[src/rtl/apb_initiator.sv]
// APB initiator: turns single command/response handshakes into APB transfers,
// aborting any transfer whose slave keeps PREADY low for more than TIMEOUT cycles.
module apb_initiator #(
    parameter int unsigned TIMEOUT = 255
) (
    input  logic        PCLK,
    input  logic        PRESETn,
    input  logic        cmd_valid,
    output logic        cmd_ready,
    input  logic        cmd_write,
    input  logic [17:0] cmd_addr,
    input  logic [31:0] cmd_wdata,
    output logic        rsp_valid,
    input  logic        rsp_ready,
    output logic [31:0] rsp_rdata,
    output logic        rsp_err,
    output logic        rsp_timeout,
    output logic        PSEL,
    output logic        PENABLE,
    output logic        PWRITE,
    output logic [17:0] PADDR,
    output logic [31:0] PWDATA,
    input  logic [31:0] PRDATA,
    input  logic        PREADY,
    input  logic        PSLVERR
);

    localparam logic [7:0] TIMEOUT_CNT = 8'(TIMEOUT);

    typedef enum logic [1:0] {
        IDLE,
        SETUP,
        ACCESS,
        RESP
    } state_t;

    state_t     state;
    state_t     state_next;
    logic [7:0] wait_cnt;
    logic       accept;
    logic       done;
    logic       timed_out;

    assign accept    = (state == IDLE) && cmd_valid;
    assign done      = (state == ACCESS) && PREADY;
    assign timed_out = (state == ACCESS) && !PREADY && (wait_cnt == TIMEOUT_CNT);

    always_ff @(posedge PCLK or negedge PRESETn) begin
        if (!PRESETn) begin
            state <= IDLE;
        end else begin
            state <= state_next;
        end
    end

    always_comb begin
        state_next = state;
        case (state)
            IDLE:    if (cmd_valid) state_next = SETUP;
            SETUP:   state_next = ACCESS;
            ACCESS:  if (done || timed_out) state_next = RESP;
            RESP:    if (rsp_ready) state_next = IDLE;
            default: state_next = IDLE;
        endcase
    end

    // SETUP always precedes ACCESS, so clearing there gives a fresh count on entry.
    always_ff @(posedge PCLK or negedge PRESETn) begin
        if (!PRESETn) begin
            wait_cnt <= '0;
        end else if (state == SETUP) begin
            wait_cnt <= '0;
        end else if ((state == ACCESS) && !PREADY && !timed_out) begin
            wait_cnt <= wait_cnt + 8'd1;
        end
    end

    always_ff @(posedge PCLK or negedge PRESETn) begin
        if (!PRESETn) begin
            PWRITE <= 1'b0;
            PADDR  <= '0;
            PWDATA <= '0;
        end else if (accept) begin
            PWRITE <= cmd_write;
            PADDR  <= cmd_addr;
            PWDATA <= cmd_wdata;
        end
    end

    // A ready slave wins over a timeout that lands in the same cycle.
    always_ff @(posedge PCLK or negedge PRESETn) begin
        if (!PRESETn) begin
            rsp_rdata   <= '0;
            rsp_err     <= 1'b0;
            rsp_timeout <= 1'b0;
        end else if (done) begin
            rsp_rdata   <= PWRITE ? 32'h0 : PRDATA;
            rsp_err     <= PSLVERR;
            rsp_timeout <= 1'b0;
        end else if (timed_out) begin
            rsp_rdata   <= 32'hDEADBEEF;
            rsp_err     <= 1'b1;
            rsp_timeout <= 1'b1;
        end
    end

    assign cmd_ready = (state == IDLE);
    assign rsp_valid = (state == RESP);
    assign PSEL      = (state == SETUP) || (state == ACCESS);
    assign PENABLE   = (state == ACCESS);

endmodule

[config.mk]
export PLATFORM = sky130hd
export DESIGN_NAME = apb_initiator
export DESIGN_NICKNAME = d
export VERILOG_FILES = /design/src/rtl/apb_initiator.sv
export SDC_FILE = /design/constraint.sdc
export NUM_CORES = 1
export LEC_CHECK = 0
export ABC_AREA = 1
export CORE_ASPECT_RATIO = 1.2
export CORE_MARGIN = 1
export CORE_UTILIZATION = 40
export CTS_BUF_LIST = sky130_fd_sc_hd__clkbuf_8 sky130_fd_sc_hd__clkbuf_16
export DETAILED_ROUTE_END_ITERATION = 7
export PLACE_DENSITY = 0.76
export SYNTH_ARGS = -nofsm -noshare
export SYNTH_HDL_FRONTEND = slang
export SYNTH_SLANG_ARGS = --single-unit
[constraint.sdc]
create_clock -name PCLK -period 1.7 [get_ports PCLK]
set_input_delay 0.34 -clock PCLK [delete_from_list [all_inputs] [get_ports PCLK]]
set_output_delay 0.34 -clock PCLK [all_outputs]
set_load 0.02 [all_outputs]
==> results of run 1 <==
-- state kept, by name (all words and copies together) (netlist names) --
name         cells
rsp_rdata       32
PWDATA          32
PWRITE           1
state            2
wait_cnt         8
PADDR           18
rsp_err          1
rsp_timeout      1
-- logic make-up (layout without fill, tap and decap cells) --
logic type	count (synthesis)	after routing	share of synthesized area [%]
AND/OR/NAND/NOR	101	101	10.8
adder cells (fa/ha/maj)	6	6	1.81
multiplexers	51	51	13.8
XOR/XNOR	2	2	0.422
flip-flops	95	95	57.3
AO/OA/AOI/OAI	38	38	9.41
buffers and inverters	62	257	6.45
-- what timing repair did --
action	in CTS	in global routing
setup buffers	1	0
setup endpoints to repair	5	10
hold endpoints to repair	3	0
resized for setup	18	9
hold buffers	1	0
pin swaps	0	0
-- area by class of cell --
cell class	count	area [um^2]
tap	126	158
multi-input combinational	198	1520
clock inverter	4	51.3
inverter	48	180
sequential	95	2380
fill	772	3570
clock buffer	12	267
timing repair buffer	193	1930
-- where the power goes --
part / leakage [nW] / internal, mW / total, mW / switching (mW)
logic: 1.74 / 2.87 / 5.59 / 2.72
registers: 1.18 / 3.22 / 3.73 / 0.507
clock network: 0.155 / 1.26 / 2.10 / 0.840
-- cell usage after synthesis (2+ instances only) --
cell type  count
buf_2          7
buf_6          3
clkbuf_1       3
dfrtp_1       95
ha_1           6
inv_1         47
mux2_2        51
nand2_1       65
nand2_2        2
nand3_1       14
nand4_1        2
nor2_1        12
nor2_4         2
o211ai_2      22
o21ai_0        2
o21ai_1        4
o21ai_2        8
xor2_1         2
-- final timing paths --
kind                            slack, ns                 startpoint                         to
worst min-delay path                 0.49  rsp_rdata[14]$_DFFE_PN0P_  rsp_rdata[14]$_DFFE_PN0P_
worst min register to register       0.49  rsp_rdata[14]$_DFFE_PN0P_  rsp_rdata[14]$_DFFE_PN0P_
max in group asynchronous            0.72                    PRESETn  rsp_rdata[15]$_DFFE_PN0P_
worst max-delay path                 0.04     PWDATA[31]$_DFFE_PN0P_                 PWDATA[31]
worst max register to register       0.11       state[1]$_DFFE_PN0P_  rsp_rdata[22]$_DFFE_PN0P_
min in group asynchronous            0.53                    PRESETn      PWDATA[6]$_DFFE_PN0P_
-- routing by layer --
layer / track usage, % / wire, um / vias to the layer above
met5: 0 / 0 / -
met4: 6.77 / 209 / 0
met3: 5.53 / 586 / 13
met2: 33.7 / 5290 / 113
met1: 22.7 / 4000 / 1538
li1: - / - / 1537
-- stage by stage --
| stage | util [%] | power [mW] | setup WS (ns) | cells | setup TNS [ns] |
|---|---|---|---|---|---|
| 3_5_place_dp | 61.0 | 9.41 | -0.00618 | 658 | -0.00618 |
| 6_report | 64.5 | 11.4 | 0.0399 | 676 | 0 |
| 5_1_grt | 64.5 | 12.1 | 0.000385 | 676 | 0 |
| 4_1_cts | 64.4 | 11.6 | 0.0101 | 676 | 0 |
| 3_3_place_gp | 61.0 | 9.26 | 0.0267 | 658 | 0 |
| 2_1_floorplan | - | 6.71 | 0.0201 | 355 | 0 |
==> results.toml, run 1 <==
[floorplanning]
die-area_um2 = 10800
coreArea_um2 = 10100
die_height_um = 114
die_w_um = 95.0
io_pins = 178
start_util_pct = 41.3
num_rows = 40

[route]
firstDrtPassIters = 4
wl_per_cell_um = 14.9
final_antenna_net_count = 0
drt_iter0_drc = 102
vias = 3201
drc_errors = 0
vias_per_cell = 4.74
wl_um = 10100

[placed_design]
dp_hpwl_um = 7490
finalWeightedCongestion = 0.868
io_buffers = 177
placed_cell_area_um2 = 6130

[final_layout]
nets = 640
layout_commonest_cell = "clkdlybuf4s50_1"
final_cell_area_um2 = 6490
final_cell_mix = "164 x clkdlybuf4s50_1, 95 x dfrtp_1, 64 x nand2_1"
area_growth_syn_to_layout_pct = 56.3
antennaDiodeCount = 0
drive_gt1_share_pct = 23.8

[setup_path]
crit_buf_inv = 1
worst_setup_path_end_kind = "output pin"
critical-path-slowest-cell = "clkdlybuf4s50_1"
criticalPathCategory = "reg -> out"
crit_path_cell_trace = "clkdlybuf4s50_1"
r2r_cells = 8
cp_max_fo = 2
cpPeakStageDelay_ns = 0.64
worst-path-stages = 1
critical_path.top_delay_family = "buffers and inverters"
cp.required_ns = 1.36
arrival_ns = 1.32
start_kind = "register"

[logic_synthesis]
synth_edf_count = 0
synth-seq-area-share_pct = 57.3
yosys_warnings = 0
synth_cell_types = 26
synthCells = 355
ys_top_cells_by_area = "dfrtp_1 57%, mux2_2 14%, o211ai_2 6.6%"
synth_ff_type = "dfrtp_1"
syn_area_um2 = 4150
synth-seq-cells = 95
async_reset_ff_share_pct = 100
synth.top_cell.area_share_pct = 57.3
synth_top_area_cell = "dfrtp_1"
avgSynthCellArea_um2 = 11.7
synth_fp_nets = 450

[global_routing]
grt_pass1_wl_um = 15900
antenna_found_initial = 0
grt_max_degree = 56
grt_remaining_overflow = 0
grt_pass1_vias = 3315
grt_use_total_pct = 19.4

[sta]
final_hold_viol_count = 0
min_period_over_period_pct = 97.7
slew_headroom_pct = 67.1
fmaxAchievable_mhz = 602
setup_viol = 0
finClkSkew_ns = 0.00652
hold_ws_ns = 0.486
worst_pin_slew_ns = 0.493
slew_viol_final = 0
rsz0062_at_grt = "no"
period_minus_slack_ns = 1.66

[clock_network]
cts_buffers = 9
cts_tree = "built"
cts_max_path_buffers = 2
insertion_delay_ns = 0.34
clkSinkCount = 95
cts.clk_slew.worst_paths_ns = 0.07
h-tree-depth = 3
cts_root_buf = "clkbuf_16"

[power_and_ir_drop]
peakVddDrop_uv = 1010
power_density_nw_per_um2 = 1760
p_leak_nw = 3.07

[run]
cap_violations = 0

[min_path]
hold_class = "reg -> reg"
hold_path_depth = 2

[outcome]
status = "finished, final reports clean"
(Power assumes the default switching activity.)
==> inputs of run 2 (changes only) <==
--- a/config.mk
+++ b/config.mk
@@ -7,7 +7,7 @@
 export LEC_CHECK = 0
 export ABC_AREA = 1
 export CORE_ASPECT_RATIO = 1.2
-export CORE_MARGIN = 1
+export CORE_MARGIN = 2
 export CORE_UTILIZATION = 40
 export CTS_BUF_LIST = sky130_fd_sc_hd__clkbuf_8 sky130_fd_sc_hd__clkbuf_16
 export DETAILED_ROUTE_END_ITERATION = 7
==> run 2 against run 1 <==
  * Register-to-register slack gained 0.04 ns
  * Wire length shrank 0.11%
  * Combinational power is essentially flat
  * Final cell count shrank 0.59%
  * First-iteration DRC count grew 44%
==> results.toml, run 2 (synthesis results as in run 1) <==
[setup_path]
r2r_cells = 8
critical_path.top_delay_family = "buffers and inverters"
start_kind = "register"
critical-path-slowest-cell = "clkdlybuf4s50_1"
rrSetupSlack_ns = 0.15
arrival_ns = 1.32
rr_endpoint = "rsp_rdata[0]$_DFFE_PN0P_"
cp_max_fo = 2
cp.required_ns = 1.36
cpPeakStageDelay_ns = 0.61
crit_path_cell_trace = "clkdlybuf4s50_1"
crit_buf_inv = 1
criticalPathCategory = "reg -> out"
r2r_start = "wait_cnt[0]$_DFFE_PN0P_"
worst_setup_path_end_kind = "output pin"

[route]
vias = 3224
wl_um = 10100
vias_per_cell = 4.80
wl_per_cell_um = 15.0
drt_iter0_drc = 147
final_antenna_net_count = 0
firstDrtPassIters = 4
drc_errors = 0

[power_and_ir_drop]
peakVddDrop_uv = 940
power_frac_comb_pct = 48.4
switching_share_pct = 35.0
p_leak_nw = 3.05
power_density_nw_per_um2 = 1780
p_seq_share_pct = 32.2
p_clk_share_pct = 19.4
switchingPower_mw = 4.04
p_int_mw = 7.50

[final_layout]
fill_cells = 792
nets = 637
final_cell_area_um2 = 6470
area_growth_syn_to_layout_pct = 56.0
top_regs = "PWDATA x32, rsp_rdata x32, PADDR x18"
final_cell_mix = "165 x clkdlybuf4s50_1, 95 x dfrtp_1, 64 x nand2_1"
antennaDiodeCount = 0
area.sequential_um2 = 2380
layout_commonest_cell = "clkdlybuf4s50_1"
multi_input_area_um2 = 1530
drive_gt1_share_pct = 23.1

[sta]
setup_viol = 0
worst_pin_slew_ns = 0.514
hold_ws_ns = 0.0267
slew_headroom_pct = 65.7
slew_viol_final = 0
fmaxAchievable_mhz = 604
finClkSkew_ns = 0.00691
rsz0062_at_grt = "no"
period_minus_slack_ns = 1.66
worst_slack_ns = 0.0445
min_period_over_period_pct = 97.4
final_hold_viol_count = 0

[clock_network]
cts_tree = "built"
h-tree-depth = 3
cts.clk_slew.worst_paths_ns = 0.06
cts_resized = 14
hold_buffers = 0
cts_max_path_buffers = 2
clkSinkCount = 95
cts_root_buf = "clkbuf_16"
cts_setup_buffers = 0
insertion_delay_ns = 0.33
cts_buffers = 9

[global_routing]
grt_remaining_overflow = 0
grt_pass1_wl_um = 16300
grt_pass1_vias = 3318
grt_max_degree = 96
antenna_found_initial = 0
grt_use_total_pct = 18.2

[placed_design]
placed_cell_area_um2 = 6130
dp_hpwl_um = 7590
finalWeightedCongestion = 0.776
pre_cts_ws_ns = -0.000955
io_buffers = 177

[floorplanning]
die-area_um2 = 11200
num_rows = 40
start_util_pct = 41.3
die_height_um = 116
die_w_um = 97.0
io_pins = 178
coreArea_um2 = 10100

[min_path]
hold_class = "in -> async"

[run]
cap_violations = 0

[outcome]
status = "finished, final reports clean"
run 2: cell count changes in the layout (fill, tap and decap cells not counted), sizes merged:
cell           delta
clkinv            +1
clkinvlp          -1
clkbuf            -3
clkdlybuf4s15     -1
bufinv            +2
clkdlybuf4s50     +1
dlymetal6s2s      -1
buf               -1
dlygate4sd3       -1
run 2: power by group through the flow:
stage | logic (mW) | registers, mW | clock network (mW)
floorplan | 1.86 | 4.85 | 0
global placement | 5.58 | 3.71 | 0
detailed placement | 5.70 | 3.76 | 0
CTS | 5.68 | 3.73 | 2.31
global route | 5.94 | 3.85 | 2.41
finish | 5.58 | 3.72 | 2.24
run 2: through the flow:
stage	TNS, ns	std cells	total power, mW	util, %
floorplan	0	355	6.71	-
global placement	0	657	9.29	60.9
detailed placement	-0.000955	657	9.46	60.9
CTS	0	672	11.7	64.2
global route	0	672	12.2	64.3
finish	0	672	11.5	64.3
run 2: layer usage:
metal / vias up / GRT usage (%) / part of all wire, %
li1: 1529 / - / -
met1: 1559 / 22.2 / 39
met2: 118 / 30.0 / 51
met3: 18 / 6.51 / 7.4
met4: 0 / 6.85 / 2.5
met5: - / 0 / 0
run 2: cell type report:
class	count	share of cell area, %
multi-input cells	198	23.6
inverters	48	2.78
clock buffers	9	3.48
well taps	126	2.44
clock inverters	6	1.68
repair buffers	190	29.3
flip-flops and latches	95	36.7
run 2: how the worst max path moves through the flow:
| stage | endpoint | slack [ns] | start | depth (start not counted) |
|---|---|---|---|---|
| final | rsp_rdata[18] | 0.04 | rsp_rdata[18]$_DFFE_PN0P_ | 1 |
| after global routing | PWDATA[8] | 0.001 | PWDATA[8]$_DFFE_PN0P_ | 1 |
| after CTS | cmd_ready | 0.003 | state[1]$_DFFE_PN0P_ | 3 |
| after detailed placement | wait_cnt[7]$_DFFE_PN0P_ | -0.001 | PREADY | 7 |
| after global placement | PSEL | 0.05 | state[1]$_DFFE_PN0P_ | 3 |
| after floorplan | rsp_rdata[14]$_DFFE_PN0P_ | 0.02 | state[0]$_DFFE_PN0P_ | 9 |
==> inputs of run 3 (changes only) <==
--- a/config.mk
+++ b/config.mk
@@ -12,6 +12,7 @@
 export CTS_BUF_LIST = sky130_fd_sc_hd__clkbuf_8 sky130_fd_sc_hd__clkbuf_16
 export DETAILED_ROUTE_END_ITERATION = 7
 export PLACE_DENSITY = 0.76
+export SLEW_MARGIN = 15
 export SYNTH_ARGS = -nofsm -noshare
 export SYNTH_HDL_FRONTEND = slang
 export SYNTH_SLANG_ARGS = --single-unit
==> results of run 3 <==
Final layout, timing and power as in run 2 (identical DEF).
